$ cat src/rtl/gray_bin_thresh.sv
// gray_bin_thresh: grayscale pixel stream to 1-bit stream binariser.
//
// Four threshold modes (0 at-or-above L, 1 below L, 2 band L..H,
// 3 row-aware hysteresis). Thresholds and mode are latched on each accepted
// sop; the sop pixel itself uses the live inputs. One cycle of latency.
// Checks frame structure (stray pixels, early sop, pixel count) and pulses
// frame_err in the same cycle as the offending pixel's output slot.
//
// Optional feature macro: GRAY_BIN_ADAPTIVE_THR_EN
//   When defined, the min/max of each frame is tracked and, after a frame
//   that ends cleanly, modes 0 and 1 use (min+max)>>1 instead of L.
//
// Stream handshake: there is no backpressure. A pixel is transferred on every
// cycle where din_vld=1; din_sop/din_eop are only meaningful with din_vld.
// dout_vld marks each cycle carrying a classified in-frame pixel, and
// dout_sop/dout_eop are only ever asserted together with dout_vld.
// The FSM state is observable through busy (1 = ACTIVE).

module gray_bin_thresh #(
  parameter int DATA_W = 8,
  parameter int IMG_W  = 640,
  parameter int IMG_H  = 480,
  parameter int CNT_W  = 20
) (
  input  logic              clk,
  input  logic              rst_n,
  input  logic [DATA_W-1:0] thr_lo,
  input  logic [DATA_W-1:0] thr_hi,
  input  logic [1:0]        mode,
  input  logic [DATA_W-1:0] din,
  input  logic              din_vld,
  input  logic              din_sop,
  input  logic              din_eop,
  output logic              dout,
  output logic              dout_vld,
  output logic              dout_sop,
  output logic              dout_eop,
  output logic              frame_err,
  output logic              busy
);

  localparam int              COL_W     = (IMG_W > 1) ? $clog2(IMG_W) : 1;
  localparam logic [COL_W-1:0] COL_LAST = COL_W'(IMG_W - 1);
  localparam logic [CNT_W-1:0] FRAME_PIX = CNT_W'(IMG_W * IMG_H);
  localparam logic [CNT_W-1:0] CNT_MAX   = {CNT_W{1'b1}};
  localparam logic [CNT_W-1:0] CNT_ONE   = CNT_W'(1);

  typedef enum logic {
    IDLE   = 1'b0,
    ACTIVE = 1'b1
  } state_t;

  state_t state, state_nxt;

  // Latched per-frame configuration
  logic [DATA_W-1:0] lo_q, hi_q;
  logic [1:0]        mode_q;

  // Position tracking
  logic [COL_W-1:0]  col_q;
  logic [CNT_W-1:0]  pix_cnt_q;
  logic              hyst_q;

  // Per-pixel decode
  logic              sop_acc, eop_acc, pix_take, stray, early_sop, count_bad;
  logic [DATA_W-1:0] eff_lo, eff_hi, ref01;
  logic [1:0]        eff_mode;
  logic [COL_W-1:0]  cur_col;
  logic [CNT_W-1:0]  cnt_inc;
  logic              hyst_prev;
  logic              cls;

`ifdef GRAY_BIN_ADAPTIVE_THR_EN
  logic [DATA_W-1:0] min_q, max_q, fmin, fmax, auto_thr_q;
  logic              auto_vld_q;
  logic [DATA_W:0]   mm_sum;
`endif

  // Framing decode for the pixel presented this cycle
  always_comb begin
    sop_acc   = din_vld & din_sop;
    eop_acc   = din_vld & din_eop;
    pix_take  = din_vld & ((state == ACTIVE) | din_sop);
    stray     = din_vld & (state == IDLE) & ~din_sop;
    early_sop = sop_acc & (state == ACTIVE);
    cur_col   = sop_acc ? '0 : col_q;
    if (sop_acc) begin
      cnt_inc = CNT_ONE;
    end else if (pix_cnt_q == CNT_MAX) begin
      cnt_inc = CNT_MAX;
    end else begin
      cnt_inc = pix_cnt_q + CNT_ONE;
    end
    count_bad = eop_acc & pix_take & (cnt_inc != FRAME_PIX);
  end

  // Effective config: sop pixel sees the live inputs, the rest the latched copy
  always_comb begin
    eff_lo   = sop_acc ? thr_lo : lo_q;
    eff_hi   = sop_acc ? thr_hi : hi_q;
    eff_mode = sop_acc ? mode   : mode_q;
`ifdef GRAY_BIN_ADAPTIVE_THR_EN
    ref01    = auto_vld_q ? auto_thr_q : eff_lo;
`else
    ref01    = eff_lo;
`endif
  end

  // Pixel classification; hysteresis memory restarts at every row start
  always_comb begin
    hyst_prev = (cur_col == '0) ? 1'b0 : hyst_q;
    cls       = 1'b0;
    case (eff_mode)
      2'd0: cls = (din >= ref01);
      2'd1: cls = (din < ref01);
      2'd2: cls = (din >= eff_lo) && (din <= eff_hi);
      default: begin
        if (din >= eff_hi) begin
          cls = 1'b1;
        end else if (din < eff_lo) begin
          cls = 1'b0;
        end else begin
          cls = hyst_prev;
        end
      end
    endcase
  end

  // Next-state logic; a combined sop+eop pixel is a whole frame and stays IDLE
  always_comb begin
    state_nxt = state;
    case (state)
      IDLE: begin
        if (sop_acc && !din_eop) begin
          state_nxt = ACTIVE;
        end
      end
      ACTIVE: begin
        if (eop_acc) begin
          state_nxt = IDLE;
        end
      end
      default: state_nxt = IDLE;
    endcase
  end

  // State register
  always_ff @(posedge clk or negedge rst_n) begin
    if (!rst_n) begin
      state <= IDLE;
    end else begin
      state <= state_nxt;
    end
  end

  assign busy = (state == ACTIVE);

  // Config latch on every accepted sop (including an early restart)
  always_ff @(posedge clk or negedge rst_n) begin
    if (!rst_n) begin
      lo_q   <= '0;
      hi_q   <= '0;
      mode_q <= '0;
    end else if (sop_acc) begin
      lo_q   <= thr_lo;
      hi_q   <= thr_hi;
      mode_q <= mode;
    end
  end

  // Column, saturating pixel count and hysteresis memory
  always_ff @(posedge clk or negedge rst_n) begin
    if (!rst_n) begin
      col_q     <= '0;
      pix_cnt_q <= '0;
      hyst_q    <= 1'b0;
    end else if (pix_take) begin
      col_q     <= (cur_col == COL_LAST) ? '0 : cur_col + COL_W'(1);
      pix_cnt_q <= cnt_inc;
      hyst_q    <= cls;
    end
  end

  // Registered outputs; dout holds its value between valid pixels
  always_ff @(posedge clk or negedge rst_n) begin
    if (!rst_n) begin
      dout      <= 1'b0;
      dout_vld  <= 1'b0;
      dout_sop  <= 1'b0;
      dout_eop  <= 1'b0;
      frame_err <= 1'b0;
    end else begin
      dout_vld  <= pix_take;
      dout_sop  <= sop_acc;
      dout_eop  <= eop_acc & pix_take;
      frame_err <= stray | early_sop | count_bad;
      if (pix_take) begin
        dout <= cls;
      end
    end
  end

`ifdef GRAY_BIN_ADAPTIVE_THR_EN
  // Frame extremes including the current pixel, and their midpoint
  always_comb begin
    fmin   = sop_acc ? din : ((din < min_q) ? din : min_q);
    fmax   = sop_acc ? din : ((din > max_q) ? din : max_q);
    mm_sum = {1'b0, fmin} + {1'b0, fmax};
  end

  // Track extremes and publish the midpoint after a cleanly ended frame
  always_ff @(posedge clk or negedge rst_n) begin
    if (!rst_n) begin
      min_q      <= '0;
      max_q      <= '0;
      auto_thr_q <= '0;
      auto_vld_q <= 1'b0;
    end else if (pix_take) begin
      min_q <= fmin;
      max_q <= fmax;
      if (eop_acc && !count_bad) begin
        auto_thr_q <= mm_sum[DATA_W:1];
        auto_vld_q <= 1'b1;
      end
    end
  end
`endif

endmodule

$ cat config.mk
export PLATFORM = sky130hd
export DESIGN_NAME = gray_bin_thresh
export DESIGN_NICKNAME = d
export VERILOG_FILES = /design/src/rtl/gray_bin_thresh.sv
export SDC_FILE = /design/constraint.sdc
export NUM_CORES = 1
export LEC_CHECK = 0
export CORE_UTILIZATION = 45
export DETAILED_ROUTE_END_ITERATION = 12
export HOLD_SLACK_MARGIN = 0.1
export PLACE_DENSITY_LB_ADDON = 0.08
export SKIP_LAST_GASP = 1
export SYNTH_ARGS = -nofsm -noshare
export SYNTH_HDL_FRONTEND = slang
export SYNTH_SLANG_ARGS = --single-unit
$ cat constraint.sdc
create_clock -name clk -period 2.01 [get_ports clk]
set_clock_uncertainty 0.05 [all_clocks]
set_input_delay 0.402 -clock clk [delete_from_list [all_inputs] [get_ports clk]]
set_output_delay 0.402 -clock clk [all_outputs]
set_load 0.05 [all_outputs]
-- After elaboration in Yosys (flattened, before gate mapping)
Cells that the tools add are included.
- equality and inequality tests: 5
- reduce and logical (&&, ||, !) cells: 7
- multiplexer cells: 14
- magnitude comparators: 4
- bitwise gates (word level): 13
- add/subtract/negate cells: 2
- operators with widths (cell ; count):
    2-to-1 mux 20 bit ; 2
    adder 20 x 1 -> 20 bit (second input constant) ; 1
    == test 20 bit (second input constant) ; 1
    2-to-1 mux 10 bit ; 2
    inequality test 20 x 19 -> 1 bit (second input constant) ; 1
    greater-or-equal comparator 8 bit ; 2
    2-to-1 mux 8 bit ; 2
    adder 10 x 1 -> 10 bit (second input constant) ; 1
    == test 10 bit (second input constant) ; 1
    zero test 10 bit ; 1
    bitwise AND 1 bit ; 8
    <= comparator 8 bit ; 1
    less-than comparator 8 bit ; 1
    nonzero test 6 bit ; 1
    2-to-1 mux 1 bit ; 5
    OR 1 bit ; 3
    case mux 1 bit (3 select lines) ; 1
    == test 2 x 1 -> 1 bit (second input constant) ; 1
    == test 2 bit (second input constant) ; 1
    logical AND 1 bit ; 2
    zero test 2 bit ; 1
    2-to-1 mux 2 bit ; 1
    inverter 1 bit ; 2
    case mux 1 bit (2 select lines) ; 1
    other kinds (2) ; 2
- input bits: 31
- register bits after elaboration: 54
- word-level logic and storage cells: 56
- output and inout port bits: 6

-- Logic depth before layout (Yosys ltp)
Gate-level depths: netlist of run 1.
- depth after elaboration: 7
- gate-level depth with buffers: 14
- depth with buffers taken out: 12

-- Least setup slack after synthesis of run 1
OpenSTA, ideal clock, no wires.
- path type: input -> register
- start: input din_sop
- end: register col_q[5]
- data required time: 1.893 ns
- cell stages on the path: 12
- setup time: 0.067 ns
- setup slack: -0.826 ns
- arrival time: 2.719 ns
- path buffers: 2
- path through: buf_2 nand2_1 buf_1 nand2_1 inv_1 ha_1 and3_1 and4_1 a41oi_1 nand2_1 o21ai_0 a22o_1
- word-level cells in the longest chain between the ends: 4
- elaborated cells between the ends (all ways): 7
- those cells by class: 1 x add/sub; 1 x eq/ne; 2 x mux; 3 x bitwise
- RTL lines (item ; RTL line ; RTL):
    start, declared ; 32 ; input logic din_sop,
    bitwise AND 1 bit ; 81 ; sop_acc = din_vld & din_sop;
    2-to-1 mux 10 bit ; 86 ; cur_col = sop_acc ? '0 : col_q;
    adder 10 x 1 -> 10 bit / == test 10 bit (equally long branches) ; 178 ; col_q <= (cur_col == COL_LAST) ? '0 : cur_col + COL_W'(1);
    2-to-1 mux 10 bit ; 178 ;
    end signal, assigned ; 178 ;
    end, declared ; 60 ; logic [COL_W-1:0] col_q;
Parallel ways exist; a longest one is shown, timed or not.
A chain may end at the register's enable or synchronous reset.

-- Worst setup path after layout of run 1
- start: input din_vld
- end: register dout
- word-level cells in the longest chain between the ends: 6
- elaborated cells between the ends (all ways): 20
- those cells by class: 4 x order compare; 2 x eq/ne; 7 x mux; 2 x bitwise; 5 x reduce/logical
- RTL lines (item ; RTL line ; RTL):
    start, declared ; 31 ; input logic din_vld,
    bitwise AND 1 bit ; 81 ;
    2-to-1 mux 8 bit ; - ;
    less-than comparator 8 bit ; 115, 120 ;
    2-to-1 mux 1 bit ; 120 ; end else if (din < eff_lo) begin
    2-to-1 mux 1 bit ; 118 ; if (din >= eff_hi) begin
    case mux 1 bit (3 select lines) ; 113 ; case (eff_mode)
    end signal, assigned ; 198 ; dout <= cls;
    end, declared ; 34 ; output logic dout,
Parallel ways exist; a longest one is shown, timed or not.

==> metrics.md, run 1 <==
| Metric | Value |
|---|---|
| Status | `finished, final reports clean` |
| Async SR Flop Fraction | `100%` |
| IO Port Bufs | `36` |
| Clock latency on the worst-skew pair | `0.32 ns` |
| Synth top area cells | `dfrtp_1, ha_1, a21oi_1` |
| Inserted Diodes | `0` |
| Worst Path Buf+Inv | `2` |
| Sequential share of power | `39.3%` |
| Initial antenna violation count | `0` |
| Via-per-instance ratio | `5.49` |
| Root Buffer Master | `clkbuf_8` |
| Drt initial violations | `196` |
| HP Class | `in2reg` |
| Synth Net Count | `436` |
| GRT overflow | `0` |
| Yosys reg bits | `54` |
| Setup TNS | `0 ns` |
| F_max | `0.504 GHz` |
| Largest net degree at the start of global routing | `55` |
| Crit. End Element | `flop` |
| Inst Count DP | `581` |
| Chip height | `89.2 µm` |
| Final worst path period share | `98.7%` |
| Switch share | `32.7%` |
| Routed len/inst | `15.7 µm` |
| Die Wd | `89.2 µm` |
| Htree depth | `2` |
| Drt total wl | `9540 µm` |
| Crit start category | `input port` |
| Fin cells | `609` |
| Area leader, netlist | `dfrtp_1` |
| Synth-to-layout area growth | `50.4%` |
| Core Region | `0.00729 mm²` |
| Clock share of power | `23.3%` |
| Slew headroom | `67.3%` |
| Critical path class | `in2reg` |
| Final ANT Viol Nets | `0` |
| Tot GR Track Use | `24.8%` |
| Routability cong. | `0.920` |
| NetSw | `1.07 mW` |
| Yosys top cell area share | `39.5%` |
| Die area | `0.00796 mm²` |
| Syn. warnings | `0` |
| Count of pins over their slew limit | `0` |
| Worst Path Arrival | `2.13 ns` |
| Clock buffer count from CTS | `5` |
| Initial Utilization | `46.9%` |
| Via count | `3344` |
| Syn_area_per_cell | `8.96 µm²` |
| Post-synth EDFFs | `0` |
| DRC viols | `0` |
| Worst-Margin Slew | `0.490 ns` |
| Final setup fails | `0` |
| Ratio of cells with drive above 1 in the final layout | `35.3%` |
| Max IR drop VDD | `0.404 mV` |
| CP Cell Sequence | `buf_8 -> nand2_8 -> buf_6 -> mux2i_4 -> ha_4 -> nor2b_4 -> o211ai_1 -> a31o_2 -> a21oi_2 -> a31oi_1 -> a32oi_1` |
| First-pass GRT wire length | `15000 µm` |
| Max cap viols | `0` |
| Hold Fails Final Rpt | `0` |
| Logic pwr share | `37.4%` |
| R2r setup slk | `0.04 ns` |
| Post-Syn Area | `0.00342 mm²` |
| Critical path's largest stage delay | `0.25 ns` |
| Clock tree buffer depth | `2` |
| CP max stage cell | `mux2i_4` |
| Fin nets | `563` |
| Clock-pin slew on the worst setup and hold paths | `0.10 ns` |
| PD cells | `635 mW/mm²` |
| 1st-pass router iterations | `4` |
| # rows | `31` |
| Vias in the first global route | `3227` |
| CTS tree | `yes` |
| Top delay family on crit path | `compound AO/OA/AOI/OAI gates` |
| Critical Path Fanout Max | `6` |
| Primary FF master, synth | `dfrtp_1` |
| Internal power | `2.20 mW` |
| Sequential fraction of the synthesis area | `39.5%` |
| Final min period | `1.98 ns` |
| Cells after Synth | `382` |
| Clk sinks | `54` |
| HPWL after detailed placement | `6770 µm` |
| Cell variety after synth | `56` |
| Leakage Power | `2.35 nW` |
| Unrepaired setup endpoints after global routing | `yes` |
| I/O pin cnt | `37` |
| Worst Path Required | `2.16 ns` |
-- kinds of logic (layout without fill, tap and decap cells) --
logic type	count (synthesis)	count (layout)	share of synthesized area (%)
flip-flops	54	54	39.5
buffers and inverters	49	177	6.40
multiplexers	14	14	4.09
XOR/XNOR	12	12	3.07
AO/OA/AOI/OAI	109	109	20.3
adder cells (fa/ha/maj)	23	23	8.41
AND/OR/NAND/NOR	121	121	18.2
-- cell usage in the layout, fill, tap and decap left out, types with 4 or more instances in the layout --
| cell | n |
|---|---|
| o21ai_1 | 9 |
| buf_12 | 5 |
| dfrtp_1 | 54 |
| a31oi_1 | 7 |
| ha_4 | 5 |
| nand4_1 | 10 |
| nand2_1 | 36 |
| and3_1 | 5 |
| mux2i_2 | 4 |
| a21oi_2 | 14 |
| clkbuf_8 | 5 |
| buf_6 | 6 |
| xnor2_1 | 10 |
| nor2_1 | 17 |
| a22o_1 | 5 |
| o22a_1 | 6 |
| buf_4 | 94 |
| dlymetal6s2s_1 | 4 |
| o31ai_1 | 4 |
| nor3_1 | 7 |
| nand2_2 | 6 |
| mux2i_1 | 8 |
| o21ai_0 | 9 |
| nand3_1 | 9 |
| a21oi_1 | 27 |
| ha_1 | 18 |
| clkdlybuf4s50_1 | 26 |
| inv_1 | 24 |
| nor4_1 | 4 |
-- stage by stage --
stage / setup slack, ns / util (%) / hold WS, ns / power, mW / cell area, µm²
after global placement: -0.796 / 63.3 / 0.373 / 2.32 / 4610
final: 0.0264 / 70.6 / 0.331 / 3.27 / 5150
after floorplan: -0.182 / - / 0.0564 / 1.86 / 3620
after CTS: -0.0272 / 66.7 / 0.383 / 3.16 / 4870
after global routing: -0.0544 / 70.6 / 0.358 / 3.44 / 5150
after detailed placement: -0.879 / 63.3 / 0.374 / 2.35 / 4610
-- layout make-up --
type                    instances  area (µm²)
well taps                      99         124
flip-flops and latches         54        1350
clock buffers                   6        72.6
clock inverters                 2        37.5
repair buffers                140        1240
fillers                       574        2150
multi-input cells             279        2210
inverters                      29         114
-- power groups by stage --
stage	clock network [mW]	logic [mW]	registers [mW]
finish	0.760	1.22	1.29
CTS	0.772	1.12	1.27
detailed placement	0	1.05	1.29
global route	0.807	1.33	1.30
global placement	0	1.03	1.29
floorplan	0	0.523	1.33
-- repair_timing --
action,in CTS,in global routing
pin swaps,11,32
setup endpoints to repair,11,13
buffers inserted,12,7
hold buffers,1,0
gates resized for setup,24,53
hold endpoints to repair,54,0
cloned,0,0
-- sequential cells by signal, summed over array words and instances, names as in the netlist --
| signal | count |
|---|---|
| pix_cnt_q | 20 |
| col_q | 10 |
| hi_q | 8 |
| lo_q | 8 |
| mode_q | 2 |
| busy | 1 |
| dout | 1 |
| dout_eop | 1 |
| dout_sop | 1 |
| dout_vld | 1 |
| frame_err | 1 |
-- per-layer routing --
layer  up-vias  part of all wire (%)  GRT usage (%)  wire length (µm)
met5         -                     0              0                 0
met3        17                   3.1           3.42               291
met2        74                    50           44.4              4740
met1      1618                    45           30.7              4290
met4         0                   2.2           8.23               210
li1       1635                     -              -                 -
-- cell usage after synthesis (2+ instances only) --
library cell   n
and4_1         2
mux2i_1       14
nor2b_1        2
inv_1         27
nor2_1        19
buf_1          2
o21ai_1        3
nor3_1         7
ha_1          23
a32oi_1        2
buf_4          2
a21oi_2        2
o22a_1         6
nor4_1         5
a31o_2         2
a21oi_1       39
o31ai_1        4
clkbuf_1       7
dfrtp_1       54
nand3_1       11
nand4_1       10
xnor2_1       10
and3_1         7
buf_2          7
xor2_1         2
nand2_1       43
a31oi_1        9
a211oi_1       3
o21a_1         2
nand2b_1       2
a22o_1         5
o21ai_0       18
a2111oi_0      2
or3_1          2
a41oi_1        4
nor4b_1        2
and2_1         2
-- worst min-delay path, stage by stage --
cell and delay, ns:
dlymetal6s2s_1 0.10, nand2_1 0.07, nand2_2 0.08
-- path summary, 6_finish.rpt --
path | startpoint | to | cells after the start
max | din_vld | dout$_DFFE_PN0P_ | 11
min | thr_lo[5] | lo_q[5]$_DFF_PN0_ | 3
max reg2reg | pix_cnt_q[14]$_DFFE_PN0P_ | frame_err$_DFF_PN0_ | 8
min reg2reg | hi_q[5]$_DFF_PN0_ | hi_q[5]$_DFF_PN0_ | 2
max in group asynchronous | rst_n | col_q[9]$_DFFE_PN0P_ | 3
min in group asynchronous | rst_n | pix_cnt_q[14]$_DFFE_PN0P_ | 3
Power figures use the tool's default switching activity.
==> run 2, diff against run 1 <==
==> constraint.sdc (replaced) <==
create_clock -name clk -period 1.75 [get_ports clk]
set_clock_uncertainty 0.05 [all_clocks]
set_input_delay 0.35 -clock clk [delete_from_list [all_inputs] [get_ports clk]]
set_output_delay 0.35 -clock clk [all_outputs]
set_load 0.05 [all_outputs]
==> run 2 against run 1 <==
  * The run now ends with negative setup slack left
  * Total power is 16% higher
  * Clock-buffer cell count is 1 lower
  * Core utilization is 1.7 points higher
  * First-iteration DRC count is 4.1% lower
  * Sequential power is 14% higher
  * Critical path depth is 3 lower
  * Register-to-register slack worse by 0.30 ns
  * Die area stayed put
  * Combinational power is 20% higher
  * Critical endpoint is now frame_err$_DFF_PN0_
  * Largest power group unchanged
==> metrics.md, run 2 (same netlist as run 1, synthesis figures left out) <==
| Metric | Value |
|---|---|
| Status | `finished, violations left` |
| Failing checks | `negative setup slack` |
| Worst Path Required | `1.88 ns (-0.28 ns)` |
| Chip height | `89.2 µm (unchanged)` |
| Critical path class | `reg2reg` |
| Max cap viols | `0 (unchanged)` |
| Leakage Power | `2.42 nW (+3.1%)` |
| Initial Utilization | `46.9% (unchanged)` |
| Hold path startpoint | `din_vld` |
| Unrepaired setup endpoints after global routing | `yes` |
| Max reg flops | `20 (unchanged)` |
| Clock latency on the worst-skew pair | `0.31 ns (about the same)` |
| Root Buffer Master | `clkbuf_8` |
| Ratio of cells with drive above 1 in the final layout | `39.0% (+3.7 points)` |
| GRT overflow | `0 (unchanged)` |
| Routed len/inst | `16.1 µm (+2.6%)` |
| Tot GR Track Use | `26.6% (+1.8 points)` |
| Commonest non-fill, non-tap cell in the layout | `buf_4` |
| Slew headroom | `76.1% (+8.8 points)` |
| CP max stage cell | `dfrtp_1` |
| Setup WS pre-CTS | `-1.04 ns (-0.161 ns)` |
| Critical path's largest stage delay | `0.42 ns (+0.17 ns)` |
| Final setup fails | `30 (+30)` |
| Die Wd | `89.2 µm (unchanged)` |
| Worst Path Buf+Inv | `2 (unchanged)` |
| Die area | `0.00796 mm² (unchanged)` |
| Setup TNS | `-4.20 ns (-4.20 ns)` |
| I/O pin cnt | `37 (unchanged)` |
| Clock buffer count from CTS | `5 (unchanged)` |
| Critical Path Fanout Max | `4 (-2)` |
| DRC viols | `0 (unchanged)` |
| Worst reg2reg path depth | `8 (unchanged)` |
| HPWL after detailed placement | `6890 µm (+1.9%)` |
| Vias in the first global route | `3465 (+7.4%)` |
| Clk sinks | `54 (unchanged)` |
| R2r startpoint | `pix_cnt_q[0]$_DFFE_PN0P_` |
| Drt initial violations | `188 (-4.1%)` |
| Final worst path period share | `115%` |
| Biggest regs | `pix_cnt_q (20), col_q (10)` |
| Met3 WL post-DR | `320 µm (+10%)` |
| Highest routed layer | `met4` |
| Largest reg by FF count | `pix_cnt_q` |
| Clock tree buffer depth | `2 (unchanged)` |
| Inserted Diodes | `0 (unchanged)` |
| Final ANT Viol Nets | `0 (unchanged)` |
| Crit start category | `flop` |
| Routability cong. | `0.872 (-5.2%)` |
| Initial antenna violation count | `0 (unchanged)` |
| Crit. End Element | `flop` |
| CP Cell Sequence | `buf_6 -> nand4_1 -> buf_4 -> xnor2_2 -> nor4_2 -> o21ai_1 -> a21oi_2 -> a31oi_2` |
| # fillers | `588 (+2.4%)` |
| Via-per-instance ratio | `5.52 (+0.61%)` |
| HP Class | `in2reg` |
| Largest net degree at the start of global routing | `55 (unchanged)` |
| Worst Path Arrival | `2.14 ns (about the same)` |
| Worst-Margin Slew | `0.358 ns (-0.131 ns)` |
| F_max | `0.497 GHz` |
| Leading cell types in the layout, fill and taps excluded | `buf_4, dfrtp_1, nand2_1` |
| R2r setup slk | `-0.26 ns (-0.30 ns)` |
| Drt total wl | `10100 µm (+5.7%)` |
| Hold Crit Depth | `3 (unchanged)` |
| Clock-pin slew on the worst setup and hold paths | `0.11 ns (about the same)` |
| FF-to-FF End | `frame_err$_DFF_PN0_` |
| Core Region | `0.00729 mm² (unchanged)` |
| Worst hold path endpoint | `busy$_DFF_PN0_` |
| Via count | `3464 (+3.6%)` |
| CTS tree | `yes` |
| # rows | `31 (unchanged)` |
| Count of pins over their slew limit | `0 (unchanged)` |
| PD cells | `722 mW/mm² (+14%)` |
| Synth-to-layout area growth | `54.0%` |
| Post-Route M1 WL | `4570 µm (+6.5%)` |
| Htree depth | `2 (unchanged)` |
| Top delay family on crit path | `simple AND/OR/NAND/NOR gates` |
| Worst setup margin | `-0.260 ns (-0.287 ns)` |
| 1st-pass router iterations | `4 (unchanged)` |
| Metal2 WL | `5060 µm (+6.7%)` |
| First-pass GRT wire length | `16200 µm (+7.8%)` |
| IO Port Bufs | `36 (unchanged)` |
| Max IR drop VDD | `0.517 mV (+28%)` |
| Hold Fails Final Rpt | `0 (unchanged)` |
| Final min period | `2.01 ns` |
| Fin nets | `582 (+3.4%)` |
[run 2: what timing repair did]
item	CTS	global route
hold endpoints to repair	54	0
setup buffers	11	7
endpoints found under the setup margin	32	31
pin swaps	32	28
gates cloned	2	0
gates resized for setup	40	32
hold buffers	1	0
[run 2: cell type report]
type	count	area [µm²]	area share [%]
inverters	29	116	2.21
repair buffers	157	1340	25.4
well taps	99	124	2.35
clock buffers	5	68.8	1.31
flip-flops and latches	54	1350	25.6
multi-input cells	281	2240	42.4
clock inverters	2	38.8	0.736
[run 2: layer usage]
metal | up-vias | track usage [%]
met5 | - | 0
met4 | 0 | 6.78
li1 | 1676 | -
met1 | 1702 | 34.1
met3 | 14 | 3.97
met2 | 72 | 47.0
[run 2: worst min-delay path, cell delays in order]
cell and delay, ns:
buf_6 0.13, buf_4 0.15, a21oi_1 0.07
[run 2: how the worst max path moves through the flow]
stage | start | end | slack, ns | cells past startpoint
6_report | pix_cnt_q[0]$_DFFE_PN0P_ | frame_err$_DFF_PN0_ | -0.26 | 8
5_1_grt | pix_cnt_q[0]$_DFFE_PN0P_ | frame_err$_DFF_PN0_ | -0.35 | 8
4_1_cts | pix_cnt_q[7]$_DFFE_PN0P_ | frame_err$_DFF_PN0_ | -0.21 | 6
3_5_place_dp | din_sop | dout$_DFFE_PN0P_ | -1.04 | 11
3_3_place_gp | din_sop | dout$_DFFE_PN0P_ | -0.96 | 11
2_1_floorplan | din_sop | dout$_DFFE_PN0P_ | -0.39 | 11
[run 2: through the flow]
step / area, µm² / hold slack [ns] / power [mW] / std cells / utilization (%)
after floorplan: 3640 / 0.00441 / 2.14 / 382 / -
after global placement: 4750 / 0.324 / 2.69 / 600 / 65.2
after detailed placement: 4750 / 0.324 / 2.72 / 600 / 65.2
after CTS: 5090 / 0.413 / 3.67 / 621 / 69.7
after global routing: 5270 / 0.367 / 4.01 / 627 / 72.3
final: 5270 / 0.367 / 3.81 / 627 / 72.3
[run 2: power breakdown]
group	internal [mW]	switching [mW]
Sequential	1.38	0.0950
Clock	0.422	0.440
Combinational	0.766	0.704
